==> src/rtl/display_tx_if.sv <==
// Controller-side bus of the display transmitter: the write strobe with its
// data word, plus the serial line and the FIFO status flags.
interface display_tx_if;
    logic        dsp_in_en;
    logic [15:0] in;
    logic        tx;
    logic        busy;
    logic        full;
    logic        overflow;
    logic [6:0]  count;

    modport master (
        output dsp_in_en,
        output in,
        input  tx,
        input  busy,
        input  full,
        input  overflow,
        input  count
    );

    modport slave (
        input  dsp_in_en,
        input  in,
        output tx,
        output busy,
        output full,
        output overflow,
        output count
    );
endinterface

==> src/rtl/display_tx.sv <==
// display_tx: byte FIFO feeding an asynchronous serial transmitter
// (start bit, 8 data bits LSB first, optional even parity, stop bit).
// Optional feature macro: DISPLAY_TX_PARITY_EN adds the PARITY state and
// turns the frame from 8N1 into 8E1.
module display_tx #(
    parameter int CLKS_PER_BIT = 16,
    parameter int FIFO_DEPTH   = 8
) (
    input  logic         clk,
    input  logic         rst,
    display_tx_if.slave  bus
);

    localparam int              PTR_W    = (FIFO_DEPTH > 1) ? $clog2(FIFO_DEPTH) : 1;
    localparam int              CNT_W    = 16;
    localparam logic [CNT_W-1:0] BIT_LAST = CNT_W'(CLKS_PER_BIT - 1);
    localparam logic [6:0]      DEPTH_C  = 7'(FIFO_DEPTH);

`ifdef DISPLAY_TX_PARITY_EN
    typedef enum logic [2:0] {
        IDLE   = 3'd0,
        START  = 3'd1,
        DATA   = 3'd2,
        PARITY = 3'd3,
        STOP   = 3'd4
    } state_t;

    // Even parity of a data byte: XOR of all eight bits.
    function automatic logic even_parity(input logic [7:0] d);
        return ^d;
    endfunction
`else
    typedef enum logic [2:0] {
        IDLE  = 3'd0,
        START = 3'd1,
        DATA  = 3'd2,
        STOP  = 3'd3
    } state_t;
`endif

    state_t             state_r;
    state_t             state_next_s;
    logic [CNT_W-1:0]   bit_cnt_r;
    logic [CNT_W-1:0]   bit_cnt_next_s;
    logic [2:0]         bit_idx_r;
    logic [2:0]         bit_idx_next_s;
    logic [7:0]         shift_r;
    logic [7:0]         shift_next_s;
    logic               tx_r;
    logic               tx_next_s;
`ifdef DISPLAY_TX_PARITY_EN
    logic               parity_r;
    logic               parity_next_s;
`endif

    logic [7:0]         mem_r [FIFO_DEPTH];
    logic [PTR_W-1:0]   wr_ptr_r;
    logic [PTR_W-1:0]   rd_ptr_r;
    logic [6:0]         count_r;
    logic [6:0]         count_next_s;
    logic               busy_r;
    logic               full_r;
    logic               overflow_r;

    logic               pop_s;
    logic               push_s;
    logic               drop_s;
    logic               bit_done_s;
    logic               fifo_nonempty_s;
    logic               fifo_full_s;
    logic [7:0]         head_s;
    logic [7:0]         unused_hi_s;

    // Only the low byte of the data bus carries display data.
    assign unused_hi_s     = bus.in[15:8];

    assign bit_done_s      = (bit_cnt_r == BIT_LAST);
    assign fifo_nonempty_s = (count_r != 7'd0);
    assign fifo_full_s     = (count_r == DEPTH_C);
    assign head_s          = mem_r[rd_ptr_r];

    // A full FIFO still accepts a byte when the transmitter pops on the same edge.
    assign push_s = bus.dsp_in_en & (~fifo_full_s | pop_s);
    assign drop_s = bus.dsp_in_en & fifo_full_s & ~pop_s;

    // Occupancy after this edge, from the push/pop pair.
    always_comb begin
        count_next_s = count_r;
        case ({push_s, pop_s})
            2'b10:   count_next_s = count_r + 7'd1;
            2'b01:   count_next_s = count_r - 7'd1;
            default: count_next_s = count_r;
        endcase
    end

    // FIFO storage; pointer reset alone makes stale entries unreachable.
    always_ff @(posedge clk) begin
        if (push_s) begin
            mem_r[wr_ptr_r] <= bus.in[7:0];
        end
    end

    // FIFO pointers, occupancy and registered status flags.
    always_ff @(posedge clk or posedge rst) begin
        if (rst) begin
            wr_ptr_r   <= {PTR_W{1'b0}};
            rd_ptr_r   <= {PTR_W{1'b0}};
            count_r    <= 7'd0;
            busy_r     <= 1'b0;
            full_r     <= 1'b0;
            overflow_r <= 1'b0;
        end else begin
            if (push_s) begin
                wr_ptr_r <= wr_ptr_r + PTR_W'(1);
            end
            if (pop_s) begin
                rd_ptr_r <= rd_ptr_r + PTR_W'(1);
            end
            count_r    <= count_next_s;
            busy_r     <= (state_next_s != IDLE) || (count_next_s != 7'd0);
            full_r     <= (count_next_s == DEPTH_C);
            overflow_r <= overflow_r | drop_s;
        end
    end

    // Transmitter state register.
    always_ff @(posedge clk or posedge rst) begin
        if (rst) begin
            state_r <= IDLE;
        end else begin
            state_r <= state_next_s;
        end
    end

    // Transmitter next-state logic: each non-idle state lasts one bit period.
    always_comb begin
        state_next_s = state_r;
        case (state_r)
            IDLE: begin
                if (fifo_nonempty_s) begin
                    state_next_s = START;
                end else begin
                    state_next_s = IDLE;
                end
            end
            START: begin
                if (bit_done_s) begin
                    state_next_s = DATA;
                end else begin
                    state_next_s = START;
                end
            end
            DATA: begin
                if (bit_done_s && (bit_idx_r == 3'd7)) begin
`ifdef DISPLAY_TX_PARITY_EN
                    state_next_s = PARITY;
`else
                    state_next_s = STOP;
`endif
                end else begin
                    state_next_s = DATA;
                end
            end
`ifdef DISPLAY_TX_PARITY_EN
            PARITY: begin
                if (bit_done_s) begin
                    state_next_s = STOP;
                end else begin
                    state_next_s = PARITY;
                end
            end
`endif
            STOP: begin
                if (bit_done_s && fifo_nonempty_s) begin
                    state_next_s = START;
                end else if (bit_done_s) begin
                    state_next_s = IDLE;
                end else begin
                    state_next_s = STOP;
                end
            end
            default: state_next_s = IDLE;
        endcase
    end

    // Transmitter outputs: pop/load, counters and the next value of the line.
    always_comb begin
        pop_s          = 1'b0;
        tx_next_s      = tx_r;
        bit_cnt_next_s = bit_done_s ? {CNT_W{1'b0}} : (bit_cnt_r + CNT_W'(1));
        bit_idx_next_s = bit_idx_r;
        shift_next_s   = shift_r;
`ifdef DISPLAY_TX_PARITY_EN
        parity_next_s  = parity_r;
`endif
        case (state_r)
            IDLE: begin
                bit_cnt_next_s = {CNT_W{1'b0}};
                bit_idx_next_s = 3'd0;
                if (fifo_nonempty_s) begin
                    pop_s         = 1'b1;
                    shift_next_s  = head_s;
                    tx_next_s     = 1'b0;
`ifdef DISPLAY_TX_PARITY_EN
                    parity_next_s = even_parity(head_s);
`endif
                end else begin
                    tx_next_s = 1'b1;
                end
            end
            START: begin
                if (bit_done_s) begin
                    tx_next_s = shift_r[0];
                end else begin
                    tx_next_s = 1'b0;
                end
            end
            DATA: begin
                if (bit_done_s && (bit_idx_r == 3'd7)) begin
                    bit_idx_next_s = 3'd0;
`ifdef DISPLAY_TX_PARITY_EN
                    tx_next_s      = parity_r;
`else
                    tx_next_s      = 1'b1;
`endif
                end else if (bit_done_s) begin
                    bit_idx_next_s = bit_idx_r + 3'd1;
                    shift_next_s   = {1'b0, shift_r[7:1]};
                    tx_next_s      = shift_r[1];
                end else begin
                    tx_next_s = shift_r[0];
                end
            end
`ifdef DISPLAY_TX_PARITY_EN
            PARITY: begin
                if (bit_done_s) begin
                    tx_next_s = 1'b1;
                end else begin
                    tx_next_s = parity_r;
                end
            end
`endif
            STOP: begin
                if (bit_done_s && fifo_nonempty_s) begin
                    // Back-to-back frame: next start bit follows the stop bit directly.
                    pop_s          = 1'b1;
                    shift_next_s   = head_s;
                    tx_next_s      = 1'b0;
                    bit_idx_next_s = 3'd0;
`ifdef DISPLAY_TX_PARITY_EN
                    parity_next_s  = even_parity(head_s);
`endif
                end else begin
                    tx_next_s = 1'b1;
                end
            end
            default: begin
                tx_next_s      = 1'b1;
                bit_cnt_next_s = {CNT_W{1'b0}};
                bit_idx_next_s = 3'd0;
            end
        endcase
    end

    // Transmitter datapath registers; tx is registered so the line never glitches.
    always_ff @(posedge clk or posedge rst) begin
        if (rst) begin
            bit_cnt_r <= {CNT_W{1'b0}};
            bit_idx_r <= 3'd0;
            shift_r   <= 8'd0;
            tx_r      <= 1'b1;
`ifdef DISPLAY_TX_PARITY_EN
            parity_r  <= 1'b0;
`endif
        end else begin
            bit_cnt_r <= bit_cnt_next_s;
            bit_idx_r <= bit_idx_next_s;
            shift_r   <= shift_next_s;
            tx_r      <= tx_next_s;
`ifdef DISPLAY_TX_PARITY_EN
            parity_r  <= parity_next_s;
`endif
        end
    end

    assign bus.tx       = tx_r;
    assign bus.busy     = busy_r;
    assign bus.full     = full_r;
    assign bus.overflow = overflow_r;
    assign bus.count    = count_r;

endmodule

==> src/flat_wrapper.sv <==
// flat-port wrapper written by rule: the top's interface ports become plain ports
module display_tx_flat 
#(
    parameter int CLKS_PER_BIT = 16,
    parameter int FIFO_DEPTH   = 8
)
  (clk, rst, bus_dsp_in_en, bus_in, bus_tx, bus_busy, bus_full, bus_overflow, bus_count);
  display_tx_if bus_i ();
  input  logic clk;
  input  logic rst;
  input wire logic [$bits(bus_i.dsp_in_en)-1:0] bus_dsp_in_en;
  input wire logic [$bits(bus_i.in)-1:0] bus_in;
  output wire logic [$bits(bus_i.tx)-1:0] bus_tx;
  output wire logic [$bits(bus_i.busy)-1:0] bus_busy;
  output wire logic [$bits(bus_i.full)-1:0] bus_full;
  output wire logic [$bits(bus_i.overflow)-1:0] bus_overflow;
  output wire logic [$bits(bus_i.count)-1:0] bus_count;
  assign bus_i.dsp_in_en = bus_dsp_in_en;
  assign bus_i.in = bus_in;
  assign bus_tx = bus_i.tx;
  assign bus_busy = bus_i.busy;
  assign bus_full = bus_i.full;
  assign bus_overflow = bus_i.overflow;
  assign bus_count = bus_i.count;
  display_tx #(.CLKS_PER_BIT(CLKS_PER_BIT), .FIFO_DEPTH(FIFO_DEPTH)) u_core (.clk(clk), .rst(rst), .bus(bus_i));
endmodule
==> config.mk <==
export PLATFORM = sky130hd
export DESIGN_NAME = display_tx_flat
export DESIGN_NICKNAME = d
export VERILOG_FILES = /design/src/rtl/display_tx_if.sv /design/src/rtl/display_tx.sv /design/src/flat_wrapper.sv
export SDC_FILE = /design/constraint.sdc
export NUM_CORES = 1
export LEC_CHECK = 0
export BUFFER_PORTS_ARGS = -buffer_cell sky130_fd_sc_hd__buf_2
export CORE_MARGIN = 2
export CORE_UTILIZATION = 61
export CTS_BUF_LIST = sky130_fd_sc_hd__clkbuf_16
export DETAILED_ROUTE_END_ITERATION = 16
export GPL_TIMING_DRIVEN = 0
export PLACE_DENSITY = 0.86
export SYNTH_ARGS = -nofsm -noshare
export SYNTH_HDL_FRONTEND = slang
export SYNTH_SLANG_ARGS = --single-unit
==> constraint.sdc <==
create_clock -name clk -period 4.4 [get_ports clk]
set_clock_uncertainty 0.2 [all_clocks]
set_input_delay 1.32 -clock clk [delete_from_list [all_inputs] [get_ports clk]]
set_output_delay 1.32 -clock clk [all_outputs]
set_load 0.01 [all_outputs]
==> results.md <==
- Outcome: finished clean
- Number of filler cells placed in the layout: around 550
- Slowest stage cell on the critical path: sky130_fd_sc_hd__nor4_2
- Maximum count of clock buffers along a single path: 2
- Final global-route overflow total: 0
- I/O pin count: 30
- Seq. cell area: a little over 0.003 mm2
- Sw power: between 700 and 800 uW
- Endpoint required time on the critical path: around 4.5 ns
- Hold violation count in the final report: 0
- Synth warn: 0
- Average wire per cell in the routed design: around 19 um
- Design internal power: roughly 1800 uW
- Slew of the pin with the lowest slew margin: about 1.3 ns
- Worst-case headroom to the max-slew limit: between 10% and 20%
- Top-area cell type share of the netlist area: approximately 37%
- Synthesized Nets: 417
- Simple-gate share of the synthesized area: between 10% and 20%
- Type of destination of the critical path: flip-flop
- Number of antenna-violating nets in the routed design: 0
- Power share of the combinational group: between 10% and 20%
- RSZ-0062 raised after global routing: false
- Height of the die: ~96 um
- Area enclosed by the die boundary: slightly above 0.009 mm2
- Clock tree root driver cell: sky130_fd_sc_hd__clkbuf_16
- Max rail drop VDD: roughly 0.26 mV
- Antenna cell count: 0
- Combined global-route utilization of all metal layers: 24.0%
- Total iterations of the first detailed-routing run: 4
- Area growth from synthesis to final layout: 10.9%
- Cell family with most CP delay: simple AND/OR/NAND/NOR gates
- Count of buffering cells on the critical path with inverters included: 2
- Sinks on the clock net: 110
- Max incr delay on CP: around 0.43 ns
- Later-pin clock latency in the skew report: 0.35 ns
- Total power density per cell area: roughly 440 mW/mm2
- Worst-case hold slack: about 0.26 ns
- Share of the yosys chip area belonging to registers: about three fifths
- Clock edge transition at the registers on the reported setup and hold paths: 0.07 ns
- Xor/xnor cell area share of the yosys netlist: between 3 and 4%
- Maximum fanout encountered on the critical timing path: 7
- Global-route wire length before repair: ~16 mm
- Library cells used by synthesis: 58
- Synth Area in Compound Gates: under 10%
- Leading area contributor after synthesis: sky130_fd_sc_hd__edfxtp_1
- Post-route cell area: 0.00572 mm2
- Standard-cell row count: 33
- Cell type with the highest occurrence count on the critical path: sky130_fd_sc_hd__and4_1
- Total leakage power: about 0.0023 uW
- Crit path kind: flip-flop to flip-flop
- Post-place setup slack: -0.236 ns
- Final total negative setup slack: 0 ns
- Post-synth design cell area: slightly above 0.005 mm2
- Net count, final: 450
- Max cap viols: 0
- Vias in the first global route: 3,286
- Min-Delay Path Class: flip-flop to flip-flop
- Width of the chip: around 96 um
- Library cell with the highest instance count after synthesis: sky130_fd_sc_hd__edfxtp_1
- Final WS setup: 0.418 ns
- Maximum number of pins on one net before global-route repair: 33
- Total wire length: between 9 and 10 mm
- DP Wirelength: 6.70 mm
- Synthesized flop and latch total: 110
- Number of max-slew violations in the final report: 0
- Critical path startpoint category: flip-flop
- Synth Area per Inst: between 10 and 15 um2
- Top FF cell, synth: sky130_fd_sc_hd__edfxtp_1
- Part of the total power dissipated in the clock network: between 30% and 40%
- Utilization after layout: between 60% and 70%
- Fraction of the mapped netlist area in adder cells: between 3 and 4%
- Area contributors post-synth: sky130_fd_sc_hd__edfxtp_1 (37%), sky130_fd_sc_hd__dfrtp_1 (22%), sky130_fd_sc_hd__mux4_2 (7.0%)
- Number of enable-type register cells in the synthesized netlist: 64
- Syn Inst Count: roughly 380
- Starting density of the core: between 60% and 70%
- Placed standard-cell area: 0.00542 mm2
- Vias per inst: 6.13
- Fraction of registers with async set or reset after synthesis: 41.8%
- Switching share of power: about 29%
- Portion of total power attributed to sequential cells: roughly half
- Endpoint arrival time on the critical path: 4.07 ns
- Initial antenna violation count: 0
- Core region area: approximately 0.008 mm2
- Number of design-rule violations left by the first detailed-router iteration: approximately 190
- Multi-input combinational cell area: around 0.002 mm2
- DRC violations left: 0
- R2R setup slack: ~0.42 ns
- Routability cong.: approximately 0.85
- Proportion of layout cells with a drive suffix above 1: 20.0%
- Share of synthesized area spent on multiplexers: between 10 and 15%
- Total clock buffers created by CTS: 9
- Synth top cells by count: sky130_fd_sc_hd__edfxtp_1 (64), sky130_fd_sc_hd__dfrtp_1 (45), sky130_fd_sc_hd__nand2_1 (33), sky130_fd_sc_hd__nor2_1 (31)
- PortBufs: 20
- Min Clock Period, post-route: roughly 4 ns
- Chain of cells forming the critical path: ha_1 > and4_1 > and4_1 > buf_2 > o21ai_2 > inv_1 > ha_1 > nor2b_1 > o31ai_1 > a21oi_1 > o2111a_1 > nor4_2 > and4_1
- Highest clock rate: 251 MHz
- Main combinational cell family by area after synthesis: multiplexers
- Overall via count from detail_route: around 3,200
- Clock H-tree levels: 3
- Clock tree from TritonCTS: built
- Final worst path period share: 90.5%
- Setup violation total in the final timing report: 0
cells by family after synthesis:
group	Yosys count
xor gates and xnor gates	21
AOI/OAI and AO/OA	56
DFF	110
adders and majority gates	15
buffers and inverters	32
and+or+nand+nor	114
muxes	35
timing repair:
item / CTS / global route
endpoints found under the hold margin: 0 / 0
hold buffers: 0 / 0
buffers inserted: 0 / 0
resized for setup: 0 / 3
setup endpoints to repair: 0 / 3
power groups by stage:
stage / Combinational [uW] / Sequential [uW] / Clock [uW]
2_1_floorplan: 298 / 1300 / 0
3_3_place_gp: 414 / 1300 / 0
3_5_place_dp: 435 / 1310 / 0
4_1_cts: 436 / 1290 / 800
5_1_grt: 486 / 1300 / 848
6_report: 436 / 1290 / 793
worst reg2reg max path, delay by kind of cell (launching register included):
family / cells / cell delay, ns
AND/OR/NAND/NOR: 5 / 1.21
AO/OA/AOI/OAI: 4 / 1.08
adder cells (fa/ha/maj): 2 / 0.66
flip-flops: 1 / 0.42
buffers and inverters: 2 / 0.35
worst paths after layout:
path                                           from                   end  cells after the start
worst max-delay path              u_core.state_r[0]       u_core.bus.full                     13
worst min-delay path            u_core.bus.overflow   u_core.bus.overflow                      1
worst max register to register    u_core.state_r[0]       u_core.bus.full                     13
worst min register to register  u_core.bus.overflow   u_core.bus.overflow                      1
max in group asynchronous                       rst         u_core.bus.tx                      3
min in group asynchronous                       rst  u_core.bit_cnt_r[12]                      2
flip-flops by register name, indices dropped and copies added, names as in the netlist:
signal,flops
u_core.bus.overflow,1
u_core.rd_ptr_r,3
u_core.wr_ptr_r,3
u_core.bit_cnt_r,16
u_core.bit_idx_r,3
u_core.mem_r,64
u_core.bus.count,7
u_core.bus.full,1
u_core.bus.busy,1
u_core.shift_r,8
u_core.state_r,2
u_core.bus.tx,1
routing by layer:
metal  GRT usage [%]  up-vias  part of all wire, %
li1                -     1489                    -
met1            30.4     1619                   44
met2            39.8       92                   49
met3            5.56       26                  4.1
met4            10.8        0                  2.9
met5               0        -                    0
through the flow:
| step | power (uW) | std cells |
|---|---|---|
| 2_1_floorplan | 1600 | 383 |
| 3_3_place_gp | 1720 | 508 |
| 3_5_place_dp | 1750 | 510 |
| 4_1_cts | 2530 | 526 |
| 5_1_grt | 2640 | 526 |
| 6_report | 2520 | 526 |
layout by cell type (no fill, tap or decap), drive strengths merged, types with 8 or more instances in the layout:
| cell type | Yosys | routed |
|---|---|---|
| dfrtp | 45 | 45 |
| xnor2 | 12 | 12 |
| nand3 | 11 | 11 |
| mux2 | 11 | 11 |
| nand2 | 34 | 34 |
| o21ai | 14 | 14 |
| mux2i | 8 | 8 |
| xor2 | 9 | 9 |
| buf | 11 | 32 |
| mux4 | 16 | 16 |
| clkbuf | 5 | 15 |
| ha | 14 | 14 |
| inv | 16 | 20 |
| a21oi | 8 | 8 |
| nor2 | 32 | 32 |
| edfxtp | 64 | 64 |
layout make-up:
type,instances,area share (%)
plain buffers,16,1.51
clock inverters,7,1.18
well taps,105,2.30
inverters,16,1.05
multi-input cells,241,34.0
clock buffers,9,3.94
repair buffers,22,2.23
flip-flops and latches,110,53.8
(Power assumes the default switching activity.)
